<file path="src/rtl/hazard_forward_unit.sv">
// Hazard/forwarding controller for the 5-stage MIPS pipeline (ID stage).
// Optional load-use stall counter enabled by defining HFU_STATS_EN.
module hazard_forward_unit #(
  parameter int RA_W = 5
`ifdef HFU_STATS_EN
  , parameter int CNT_W = 16
`endif
) (
  input  logic            clk,
  input  logic            rst_n,
  input  logic [RA_W-1:0] id_rs,
  input  logic [RA_W-1:0] id_rt,
  input  logic [RA_W-1:0] ex_rd,
  input  logic            ex_reg_write,
  input  logic            ex_mem_read,
  input  logic [RA_W-1:0] mem_rd,
  input  logic            mem_reg_write,
  input  logic            id_branch_taken,
  input  logic            ext_stall,
  output logic [1:0]      fwd_a_sel,
  output logic [1:0]      fwd_b_sel,
  output logic            pc_write,
  output logic            ifid_write,
  output logic            ifid_flush,
  output logic            idex_bubble
`ifdef HFU_STATS_EN
  , output logic [CNT_W-1:0] stall_count
`endif
);

  typedef enum logic [0:0] {RUN = 1'b0, STALL = 1'b1} state_t;

  localparam logic [1:0]      SEL_RF    = 2'b00;
  localparam logic [1:0]      SEL_EXMEM = 2'b01;
  localparam logic [1:0]      SEL_MEMWB = 2'b10;
  localparam logic [RA_W-1:0] REG_ZERO  = {RA_W{1'b0}};

  state_t     state_r, state_nxt_s;
  logic       load_use_s;
  logic       bubble_s;
  logic       enter_stall_s;
  logic [1:0] next_a_s, next_b_s;

  // EX producer is the youngest value, so it outranks MEM; $0 is hardwired.
  function automatic logic [1:0] sel_for(
    input logic [RA_W-1:0] src,
    input logic [RA_W-1:0] e_rd,
    input logic            e_wr,
    input logic            e_ld,
    input logic [RA_W-1:0] m_rd,
    input logic            m_wr
  );
    logic [1:0] sel;
    sel = SEL_RF;
    if (src == REG_ZERO) begin
      sel = SEL_RF;
    end else if (e_wr && !e_ld && (e_rd == src)) begin
      sel = SEL_EXMEM;
    end else if (m_wr && (m_rd == src)) begin
      sel = SEL_MEMWB;
    end else begin
      sel = SEL_RF;
    end
    return sel;
  endfunction

  assign next_a_s      = sel_for(id_rs, ex_rd, ex_reg_write, ex_mem_read, mem_rd, mem_reg_write);
  assign next_b_s      = sel_for(id_rt, ex_rd, ex_reg_write, ex_mem_read, mem_rd, mem_reg_write);
  assign load_use_s    = ex_mem_read && (ex_rd != REG_ZERO) && ((ex_rd == id_rs) || (ex_rd == id_rt));
  assign bubble_s      = (state_r == RUN) && load_use_s;
  assign enter_stall_s = bubble_s && !ext_stall;

  // Next-state logic: a load-use stall lasts one unfrozen cycle.
  always_comb begin
    state_nxt_s = state_r;
    case (state_r)
      RUN: begin
        if (enter_stall_s) begin
          state_nxt_s = STALL;
        end else begin
          state_nxt_s = RUN;
        end
      end
      STALL: begin
        if (ext_stall) begin
          state_nxt_s = STALL;
        end else begin
          state_nxt_s = RUN;
        end
      end
      default: state_nxt_s = RUN;
    endcase
  end

  // State register.
  always_ff @(posedge clk or negedge rst_n) begin
    if (!rst_n) begin
      state_r <= RUN;
    end else begin
      state_r <= state_nxt_s;
    end
  end

  // Forwarding selects for the EX stage; frozen under ext_stall.
  always_ff @(posedge clk or negedge rst_n) begin
    if (!rst_n) begin
      fwd_a_sel <= SEL_RF;
      fwd_b_sel <= SEL_RF;
    end else if (ext_stall) begin
      fwd_a_sel <= fwd_a_sel;
      fwd_b_sel <= fwd_b_sel;
    end else if (bubble_s) begin
      fwd_a_sel <= SEL_RF;
      fwd_b_sel <= SEL_RF;
    end else begin
      fwd_a_sel <= next_a_s;
      fwd_b_sel <= next_b_s;
    end
  end

  // Pipeline register controls; a pending stall suppresses a taken-branch flush.
  always_comb begin
    pc_write    = 1'b1;
    ifid_write  = 1'b1;
    ifid_flush  = 1'b0;
    idex_bubble = 1'b0;
    if (!rst_n) begin
      pc_write    = 1'b1;
      ifid_write  = 1'b1;
      ifid_flush  = 1'b0;
      idex_bubble = 1'b0;
    end else if (ext_stall) begin
      pc_write    = 1'b0;
      ifid_write  = 1'b0;
      ifid_flush  = 1'b0;
      idex_bubble = 1'b0;
    end else if (bubble_s) begin
      pc_write    = 1'b0;
      ifid_write  = 1'b0;
      ifid_flush  = 1'b0;
      idex_bubble = 1'b1;
    end else begin
      pc_write    = 1'b1;
      ifid_write  = 1'b1;
      ifid_flush  = id_branch_taken;
      idex_bubble = 1'b0;
    end
  end

`ifdef HFU_STATS_EN
  // Saturating count of stall entries.
  always_ff @(posedge clk or negedge rst_n) begin
    if (!rst_n) begin
      stall_count <= {CNT_W{1'b0}};
    end else if (enter_stall_s && (stall_count != {CNT_W{1'b1}})) begin
      stall_count <= stall_count + {{(CNT_W-1){1'b0}}, 1'b1};
    end else begin
      stall_count <= stall_count;
    end
  end
`else
  logic unused_enter_s;
  assign unused_enter_s = enter_stall_s;
`endif

endmodule

</file>
<file path="config.mk">
export PLATFORM = sky130hd
export DESIGN_NAME = hazard_forward_unit
export DESIGN_NICKNAME = d
export VERILOG_FILES = /design/src/rtl/hazard_forward_unit.sv
export SDC_FILE = /design/constraint.sdc
export NUM_CORES = 1
export LEC_CHECK = 0
export BUFFER_PORTS_ARGS = -buffer_cell sky130_fd_sc_hd__buf_2
export CORE_AREA = 2 2 40 42
export CTS_CLUSTER_SIZE = 30
export DETAILED_ROUTE_END_ITERATION = 12
export DIE_AREA = 0 0 42 44
export MAX_ROUTING_LAYER = met4
export PLACE_DENSITY = 0.73
export SLEW_MARGIN = 20
export SYNTH_ARGS = -nofsm -noshare
export SYNTH_HDL_FRONTEND = slang
export SYNTH_SLANG_ARGS = --single-unit
</file>
<file path="constraint.sdc">
create_clock -name clk -period 2.8 [get_ports clk]
set_clock_uncertainty 0.15 [all_clocks]
set_input_delay 0.42 -clock clk [delete_from_list [all_inputs] [get_ports clk]]
set_output_delay 0.42 -clock clk [all_outputs]
set_load 0.005 [all_outputs]
</file>
==> impl_metrics.tcl, run 1 <==
set metrics [dict create \
    fin_crit_ps 2210 \
    r2r_start "state_r$_DFF_PN0_" \
    rsz0062_at_grt "false" \
    synth-simple-area-share_pct 25.4 \
    clock-root-buffer "clkbuf_4" \
    max-vdd-ir-drop_mv 0.115 \
    grt_pass1_wl_mm 2.17 \
    ys_seq_elements 5 \
    period_share_pct 79.0 \
    h-tree-depth 1 \
    crit_slowest_cell "or4_4" \
    die_area_sq_um 1850 \
    crit_top_cell "buf_2" \
    worst_pin_slew_ps 402 \
    via_count 570 \
    row_count 14 \
    drv_slew 0 \
    grt_max_degree 12 \
    met1Wirelength_um 511 \
    syn_inst 59 \
    maxCapViolCount 0 \
    routed.top_layer "met3" \
    grt_overflow 0 \
    worstPathRequired_ps 2230 \
    synth_area_sq_um 572 \
    synth.distinct_cells 25 \
    wl_met2_um 664 \
    holdCritStartpoint "fwd_a_sel[0]$_DFFE_PN0N_" \
    tritoncts "built" \
    min_to "fwd_a_sel[0]$_DFFE_PN0N_" \
    final.setup.tns_ps 0 \
    first_pass_iters 3 \
    clk_pin_slew_worst_paths_ps 40 \
    clock-sinks 5 \
    grt_use_total_pct 15.6 \
    synthAdderAreaFrac_pct 0 \
    relSlewSlack_pct 73.2 \
    syn_to_final_growth_pct 37.6 \
    post-dp-hpwl_mm 1.14 \
    p_leak_uw 0.000347 \
    ctsHoldBuffers 1 \
    cp.arrival_ps 1640 \
    wl_per_cell_um 11.5 \
    drc 0 \
    place.gp.congestion 0.792 \
    yosysSeqAreaShare_pct 21.9 \
    clockBufferDepth 2 \
    viasPerCell 5.09 \
    die_w_um 42 \
    drt_iter0_markers 11 \
    min_path_type "reg2reg" \
    antenna_found_initial 0 \
    utilization_pct 55.5 \
    ys_warn_count 0 \
    critical_path_buf_inv_count 2 \
    port_buffers 34 \
    avgSynthCellArea_sq_um 9.69 \
    powerDensity_nw_per_um2 314 \
    synth_xor_area_share_pct 30.6 \
    synth-compound-area-share_pct 19.5 \
    path_class "in2out" \
    start_kind "primary input" \
    ant_nets 0 \
    path_cells "buf_2 -> or4_4 -> o221ai_4 -> and4_1 -> buf_2" \
    core_area_sq_um 1420 \
    r2r_slack_ps 1540 \
    nNetsFinal 124 \
    clock_latency_ps 240 \
    diodes 0 \
    hold_depth 2 \
    synthMuxAreaShare_pct 0 \
    die_y_um 44 \
    endpoint_kind "primary output" \
    synth_top_family_by_area "XOR/XNOR gates" \
    outcome "complete, no violations" \
    drive_above_1_share_pct 45.8 \
    postCtsSetupRepairBufs 0 \
    wl_met3_um 117 \
    synthesis.nets 86 \
    cts_inserted_buffers 3 \
    timing.rr.end "fwd_a_sel[1]$_DFFE_PN0N_" \
    setup_viol 0 \
    wl_mm 1.29 \
    grt_pass1_vias 526 \
    timing_hold_violations_final 0 \
    max_stage_delay_ps 550 \
    ff2ff_path_depth 3 \
    postCtsResizedCells 0 \
    cp_top_family "simple AND/OR/NAND/NOR gates" \
    initial_core_util_pct 40.3 \
    fmax_mhz 452 \
    io_pins 35 \
    critPathMaxFanout 6 \
]
[power breakdown]
| part | leakage [uW] | switching [uW] | internal, uW |
|---|---|---|---|
| clock network | 0.0000150 | 29.8 | 53.9 |
| logic | 0.000263 | 44.9 | 43.8 |
| registers | 0.0000696 | 0.766 | 73.9 |
[tightest hold or removal path, stage by stage (launching register included)]
cell	delay [ps]
dfrtp_1	330
nand2_1	50
o21ai_0	60
[cell type report]
type | instances | area [sq um]
clock buffer | 4 | 26.3
fill | 137 | 632
inverter | 1 | 3.75
multi-input combinational | 51 | 432
sequential | 5 | 125
tap | 16 | 20.0
timing repair buffer | 35 | 180
[metrics by stage]
step	hold slack (ps)	instance area [sq um]	setup slack, ps	std cells	total power, uW
after floorplan	-25.6	572	775	59	125
after global placement	98.3	751	593	107	163
after detailed placement	104	751	575	107	164
after CTS	332	787	572	112	251
after global routing	352	787	452	112	265
final	323	787	588	112	247
[Yosys cell counts (all sizes together)]
library cell | instances | area share, %
xor2 | 4 | 6.1
a2111oi | 1 | 1.8
a21bo | 1 | 1.8
o21ai | 2 | 1.8
buf | 1 | 1.3
nand3 | 4 | 4.4
o221ai | 1 | 4.6
clkbuf | 1 | 0.66
and4 | 1 | 1.5
o31ai | 1 | 1.3
a211oi | 1 | 1.3
nor3b | 1 | 1.3
o211ai | 2 | 3.5
nand2 | 5 | 3.3
nor2 | 1 | 0.66
inv | 1 | 0.66
dfrtp | 5 | 22
or4 | 3 | 5.3
a32o | 2 | 3.5
nor3 | 2 | 5.7
xnor2 | 16 | 25
nor2b | 3 | 3.3
[cells in the final DEF, fill, tap and decap left out, drive strengths merged]
master / n
buf: 34
xnor2: 16
nand2: 5
dfrtp: 5
xor2: 4
nand3: 4
clkbuf: 4
nor2b: 3
or4: 3
nor3: 2
o21ai: 2
a32o: 2
o211ai: 2
o221ai: 1
nor3b: 1
inv: 1
and4: 1
a21bo: 1
nor2: 1
o31ai: 1
a211oi: 1
a2111oi: 1
dlygate4sd3: 1
[kinds of logic after synthesis]
group,Yosys count
xor+xnor,20
simple gates,20
buf+inv,3
compound gates,11
flops,5
[state kept, by name, summed over array words and instances (netlist names)]
name	flops
state_r	1
fwd_a_sel	2
fwd_b_sel	2
[layer usage]
| metal | track usage [%] | vias up |
|---|---|---|
| met1 | 18.1 | 254 |
| met2 | 26.9 | 30 |
| met4 | 5.81 | 0 |
| met3 | 2.92 | 0 |
| li1 | - | 286 |
| met5 | - | - |
[worst max-delay path by stage]
stage                         from           to  slack, ps  cells past startpoint
after global placement    ex_rd[1]   ifid_flush        590                      5
after CTS                 id_rt[1]   ifid_flush        570                      7
final                     ex_rd[1]   ifid_flush        590                      5
after floorplan           id_rt[4]     pc_write        780                      6
after detailed placement  ex_rd[1]   ifid_flush        580                      5
after global routing      ex_rd[0]  idex_bubble        450                      7
(Power assumes the default switching activity.)
==> inputs of run 2 (changes only) <==
--- a/config.mk
+++ b/config.mk
@@ -6,12 +6,12 @@
 export NUM_CORES = 1
 export LEC_CHECK = 0
 export BUFFER_PORTS_ARGS = -buffer_cell sky130_fd_sc_hd__buf_2
-export CORE_AREA = 2 2 40 42
+export CORE_AREA = 2 2 43 45
 export CTS_CLUSTER_SIZE = 30
 export DETAILED_ROUTE_END_ITERATION = 12
-export DIE_AREA = 0 0 42 44
+export DIE_AREA = 0 0 45 47
 export MAX_ROUTING_LAYER = met4
-export PLACE_DENSITY = 0.73
+export PLACE_DENSITY = 0.67
 export SLEW_MARGIN = 20
 export SYNTH_ARGS = -nofsm -noshare
 export SYNTH_HDL_FRONTEND = slang
==> constraint.sdc (replaced) <==
create_clock -name clk -period 1.87 [get_ports clk]
set_clock_uncertainty 0.15 [all_clocks]
set_input_delay 0.2805 -clock clk [delete_from_list [all_inputs] [get_ports clk]]
set_output_delay 0.2805 -clock clk [all_outputs]
set_load 0.005 [all_outputs]
==> run 2 against run 1 <==
  * Combinational power up 89%
  * The run now ends with negative setup slack left
  * Non-clock buffer count increased by 13
  * Global-route usage rose by 1.4 points
  * Design area rose by 22%
  * Sequential power increased by 50%
  * Via count is 8.6% higher
==> impl_metrics.tcl, run 2 (same netlist as run 1, synthesis figures left out) <==
set metrics [dict create \
    p_leak_uw 0.000444 \
    finalPower_uw 402 \
    grt_pass1_wl_mm 2.49 \
    fin_crit_ps 1880 \
    outcome "finished, violations left" \
    powerDensity_nw_per_um2 418 \
    final.setup.tns_ps -13.1 \
    diodes 0 \
    endpoint_kind "primary output" \
    port_buffers 34 \
    ant_nets 0 \
    final_common_cell "buf_2" \
    wl_per_cell_um 11.7 \
    clock-sinks 5 \
    nNetsFinal 137 \
    viasPerCell 4.91 \
    min_path_type "in2reg" \
    worstPathRequired_ps 1440 \
    timing_hold_violations_final 0 \
    layout_setup_ws_ps -13.1 \
    hold_ws_ps 224 \
    initial_core_util_pct 34.6 \
    post-dp-hpwl_mm 1.34 \
    die_y_um 47 \
    setup_viol 1 \
    clock-root-buffer "clkbuf_4" \
    wl_mm 1.47 \
    start_kind "primary input" \
    die_area_sq_um 2120 \
    fmax_mhz 531 \
    clockBufferDepth 2 \
    violations "negative setup slack" \
    busiest_layer "met2" \
    clk_pin_slew_worst_paths_ps 40 \
    grt_pass1_vias 617 \
    use_met3_pct 2.31 \
    grt_use_total_pct 17.0 \
    seqCellArea_sq_um 125 \
    antenna_found_initial 0 \
    via_count 619 \
    use_met2_pct 32.0 \
    drv_slew 0 \
    row_count 15 \
    place.gp.congestion 0.746 \
    clock_latency_ps 240 \
    path_class "in2out" \
    syn_to_final_growth_pct 68.5 \
    period_share_pct 101 \
    design_area_sq_um 963 \
    drt_iter0_markers 3 \
    io_pins 35 \
    drc 0 \
    fillers 162 \
    reg.largest.list "fwd_a_sel (2), fwd_b_sel (2), state_r (1)" \
    final_cell_mix "29 x buf_2, 13 x xnor2_1, 13 x buf_4, 5 x nand2_1, 5 x dfrtp_1" \
    grt_overflow 0 \
    grt_use_met1_pct 18.2 \
    h-tree-depth 1 \
    dpl_cell_area_sq_um 827 \
    cts_inserted_buffers 3 \
    rsz0062_at_grt "true" \
    dp.cells 118 \
    multi_input_area_sq_um 474 \
    core_area_sq_um 1650 \
    maxCapViolCount 0 \
    worst_pin_slew_ps 343 \
    finalNonFillerCells 126 \
    drive_above_1_share_pct 57.8 \
    grt_max_degree 12 \
    tritoncts "built" \
    cp.arrival_ps 1450 \
    die_w_um 45 \
    relSlewSlack_pct 77.1 \
    max-vdd-ir-drop_mv 0.179 \
    critPathMaxFanout 4 \
    first_pass_iters 2 \
]
[run 2: cell types whose count changed in the layout (fill, tap and decap cells not counted)]
cell	previous run	this run
buf_2	34	29
buf_4	0	13
buf_6	0	4
buf_8	0	1
nor3b_1	1	0
nor3b_2	0	1
xnor2_1	16	13
xnor2_2	0	3
xor2_1	4	2
xor2_2	0	2
[run 2: stage by stage]
step                      setup WS (ps)  util [%]
after global routing              -68.3      58.3
after global placement            -34.2      50.1
final                             -13.1      58.3
after CTS                         -22.4      54.5
after detailed placement          -65.2      50.1
after floorplan                     124         -
[run 2: worst paths after layout]
check | from | end | slack, ps | depth (start not counted)
worst max register to register | state_r$_DFF_PN0_ | fwd_b_sel[1]$_DFFE_PN0N_ | 460 | 4
min in group asynchronous | rst_n | fwd_a_sel[1]$_DFFE_PN0N_ | 260 | 2
worst max-delay path | ex_rd[2] | ifid_flush | -10 | 5
worst min register to register | fwd_a_sel[0]$_DFFE_PN0N_ | fwd_a_sel[0]$_DFFE_PN0N_ | 320 | 2
max in group asynchronous | rst_n | fwd_b_sel[1]$_DFFE_PN0N_ | 1170 | 2
worst min-delay path | ex_mem_read | fwd_b_sel[0]$_DFFE_PN0N_ | 220 | 4
[run 2: area by class of cell]
cell class	count	share of cell area, %
multi-input cells	51	49.2
repair buffers	48	32.5
clock buffers	4	2.73
inverters	1	0.390
well taps	17	2.21
flip-flops and latches	5	13.0
[run 2: timing repair]
item                       4_1_cts  5_1_grt
hold buffers                     1        0
setup endpoints to repair        4        4
resized for setup                6       11
hold endpoints to repair         5        0
pin swaps                        5       10
setup buffers                    1        2
[run 2: critical path, cell delays in order]
cell and delay, ps:
buf_2 120, or4_4 530, o221ai_4 210, and4_1 210, buf_2 100
[run 2: where the power goes]
part	internal (uW)	leakage (uW)	switching, uW	total [uW]
logic	93.1	0.000360	75.2	168
registers	111	0.0000696	1.11	112
clock network	80.5	0.0000150	41.6	122
total	284	0.000444	118	402
[run 2: layer usage]
metal	vias to the layer above	routed length [um]
met1	275	527
met3	0	121
met4	0	0
li1	314	-
met2	30	823
met5	-	0
==> inputs of run 3 (changes only) <==
--- a/config.mk
+++ b/config.mk
@@ -11,7 +11,7 @@
 export DETAILED_ROUTE_END_ITERATION = 12
 export DIE_AREA = 0 0 45 47
 export MAX_ROUTING_LAYER = met4
-export PLACE_DENSITY = 0.67
+export PLACE_DENSITY = 0.7
 export SLEW_MARGIN = 20
 export SYNTH_ARGS = -nofsm -noshare
 export SYNTH_HDL_FRONTEND = slang
==> run 3 against run 2 <==
  * The flow now finishes without violations
  * Non-clock buffer count fell by 2
  * Global-route usage decreased by 1.1 points
  * Clock power barely moved
  * Fmax is 1.2% higher
  * Worst hold slack better by 1.3 ps
  * Design area increased by 5.3%
  * Register-to-register slack better by 20 ps
  * Utilization up 3.1 points
  * Sequential share of layout area shrank 0.66 points
  * Power is 4.3% higher
  * Highest routed layer is now met4
==> impl_metrics.tcl, run 3 (same netlist as run 1, synthesis figures left out) <==
set metrics [dict create \
    antenna_found_initial 0 \
    grt_use_total_pct 15.8 \
    cts_inserted_buffers 3 \
    grt_max_degree 12 \
    syn_to_final_growth_pct 77.5 \
    r2r_start "state_r$_DFF_PN0_" \
    crit_start "ex_rd[4]" \
    timing_hold_violations_final 0 \
    h-tree-depth 1 \
    crit_slowest_cell "or4_4" \
    powerDensity_nw_per_um2 413 \
    cp_top_family "simple AND/OR/NAND/NOR gates" \
    fillers 149 \
    reg.largest.list "fwd_a_sel (2), fwd_b_sel (2), state_r (1)" \
    worstPathRequired_ps 1440 \
    final_cell_mix "27 x buf_2, 12 x buf_4, 10 x xnor2_1, 5 x nand2_1, 5 x dfrtp_1" \
    wl_mm 1.50 \
    relSlewSlack_pct 73.9 \
    initial_core_util_pct 34.6 \
    final.setup.tns_ps 0 \
    tritoncts "built" \
    path_cells "buf_8 -> or4_4 -> o221ai_4 -> and4_1 -> buf_2" \
    p_leak_uw 0.000460 \
    min_path_type "in2reg" \
    clock-sinks 5 \
    row_count 15 \
    drv_slew 0 \
    wl_per_cell_um 12.1 \
    cp.arrival_ps 1430 \
    path_class "in2out" \
    grt_overflow 0 \
    r2r_slack_ps 480 \
    multi_input_area_sq_um 528 \
    drt_iter0_markers 6 \
    via_count 613 \
    first_pass_iters 4 \
    drive_above_1_share_pct 59.8 \
    setup_viol 0 \
    grt_pass1_wl_mm 2.33 \
    viasPerCell 4.94 \
    diodes 0 \
    fin_crit_ps 1860 \
    die_w_um 45 \
    grt_pass1_vias 581 \
    core_area_sq_um 1650 \
    clk_pin_slew_worst_paths_ps 40 \
    place.gp.congestion 0.790 \
    seqCellArea_sq_um 125 \
    critPathMaxFanout 4 \
    clock_latency_ps 240 \
    critical_path_buf_inv_count 2 \
    max-vdd-ir-drop_mv 0.199 \
    clock-root-buffer "clkbuf_4" \
    period_share_pct 99.5 \
    design_area_sq_um 1010 \
    clockBufferDepth 2 \
    nNetsFinal 135 \
    dpl_cell_area_sq_um 827 \
    die_area_sq_um 2120 \
    die_y_um 47 \
    outcome "complete, no violations" \
    endpoint_kind "primary output" \
    start_kind "primary input" \
    holdCritStartpoint "ex_mem_read" \
    max_stage_delay_ps 540 \
    fmax_mhz 537 \
    maxCapViolCount 0 \
    io_pins 35 \
    port_buffers 34 \
    ant_nets 0 \
    worst_pin_slew_ps 391 \
    finalPower_uw 419 \
    final_common_cell "buf_2" \
    rsz0062_at_grt "true" \
    drc 0 \
]
run 3: changes by cell type in the layout (fill, tap and decap cells not counted), sizes merged:
cell,change
buf,-2
run 3: timing repair:
item / 4_1_cts / 5_1_grt
pin swaps: 6 / 13
hold endpoints to repair: 5 / 0
endpoints found under the setup margin: 4 / 4
hold buffers: 1 / 0
resized for setup: 3 / 24
buffers inserted: 0 / 1
run 3: per-layer routing:
layer,GRT usage [%],vias to the layer above,routed length [um]
met4,8.82,0,8
met5,-,-,0
met3,1.15,2,136
met2,29.1,32,792
li1,-,313,-
met1,16.7,266,561
run 3: cell type report:
type / instances / share of cell area [%]
Timing Repair Buffer: 46 / 30.6
Tap cell: 17 / 2.10
Multi-Input combinational cell: 51 / 52.0
Clock buffer: 4 / 2.59
Inverter: 1 / 0.370
Sequential cell: 5 / 12.3
run 3: final timing paths:
check / to / cells past startpoint
worst max-delay path: ifid_flush / 5
worst min-delay path: fwd_b_sel[0]$_DFFE_PN0N_ / 4
worst max register to register: fwd_b_sel[1]$_DFFE_PN0N_ / 4
worst min register to register: fwd_a_sel[0]$_DFFE_PN0N_ / 2
max in group asynchronous: state_r$_DFF_PN0_ / 2
min in group asynchronous: fwd_a_sel[1]$_DFFE_PN0N_ / 2
run 3: through the flow:
stage | util [%] | cells | hold WS (ps) | worst slack (ps)
after floorplan | - | 59 | -165 | 124
after global placement | 50.1 | 118 | -42.6 | -38.2
after detailed placement | 50.1 | 118 | -38.0 | -91.4
after CTS | 53.1 | 123 | 218 | 4.55
after global routing | 61.4 | 124 | 238 | -38.8
final | 61.4 | 124 | 225 | 8.68
run 3: power by group:
group | switching (uW) | internal [uW]
combinational | 82.5 | 104
sequential | 1.05 | 111
clock | 40.7 | 80.4
run 3: worst register-to-register path, stage by stage (launching register included):
cell and delay [ps]:
dfrtp_1 370, nor2b_1 220, o221ai_4 160, buf_4 170, a32o_1 200
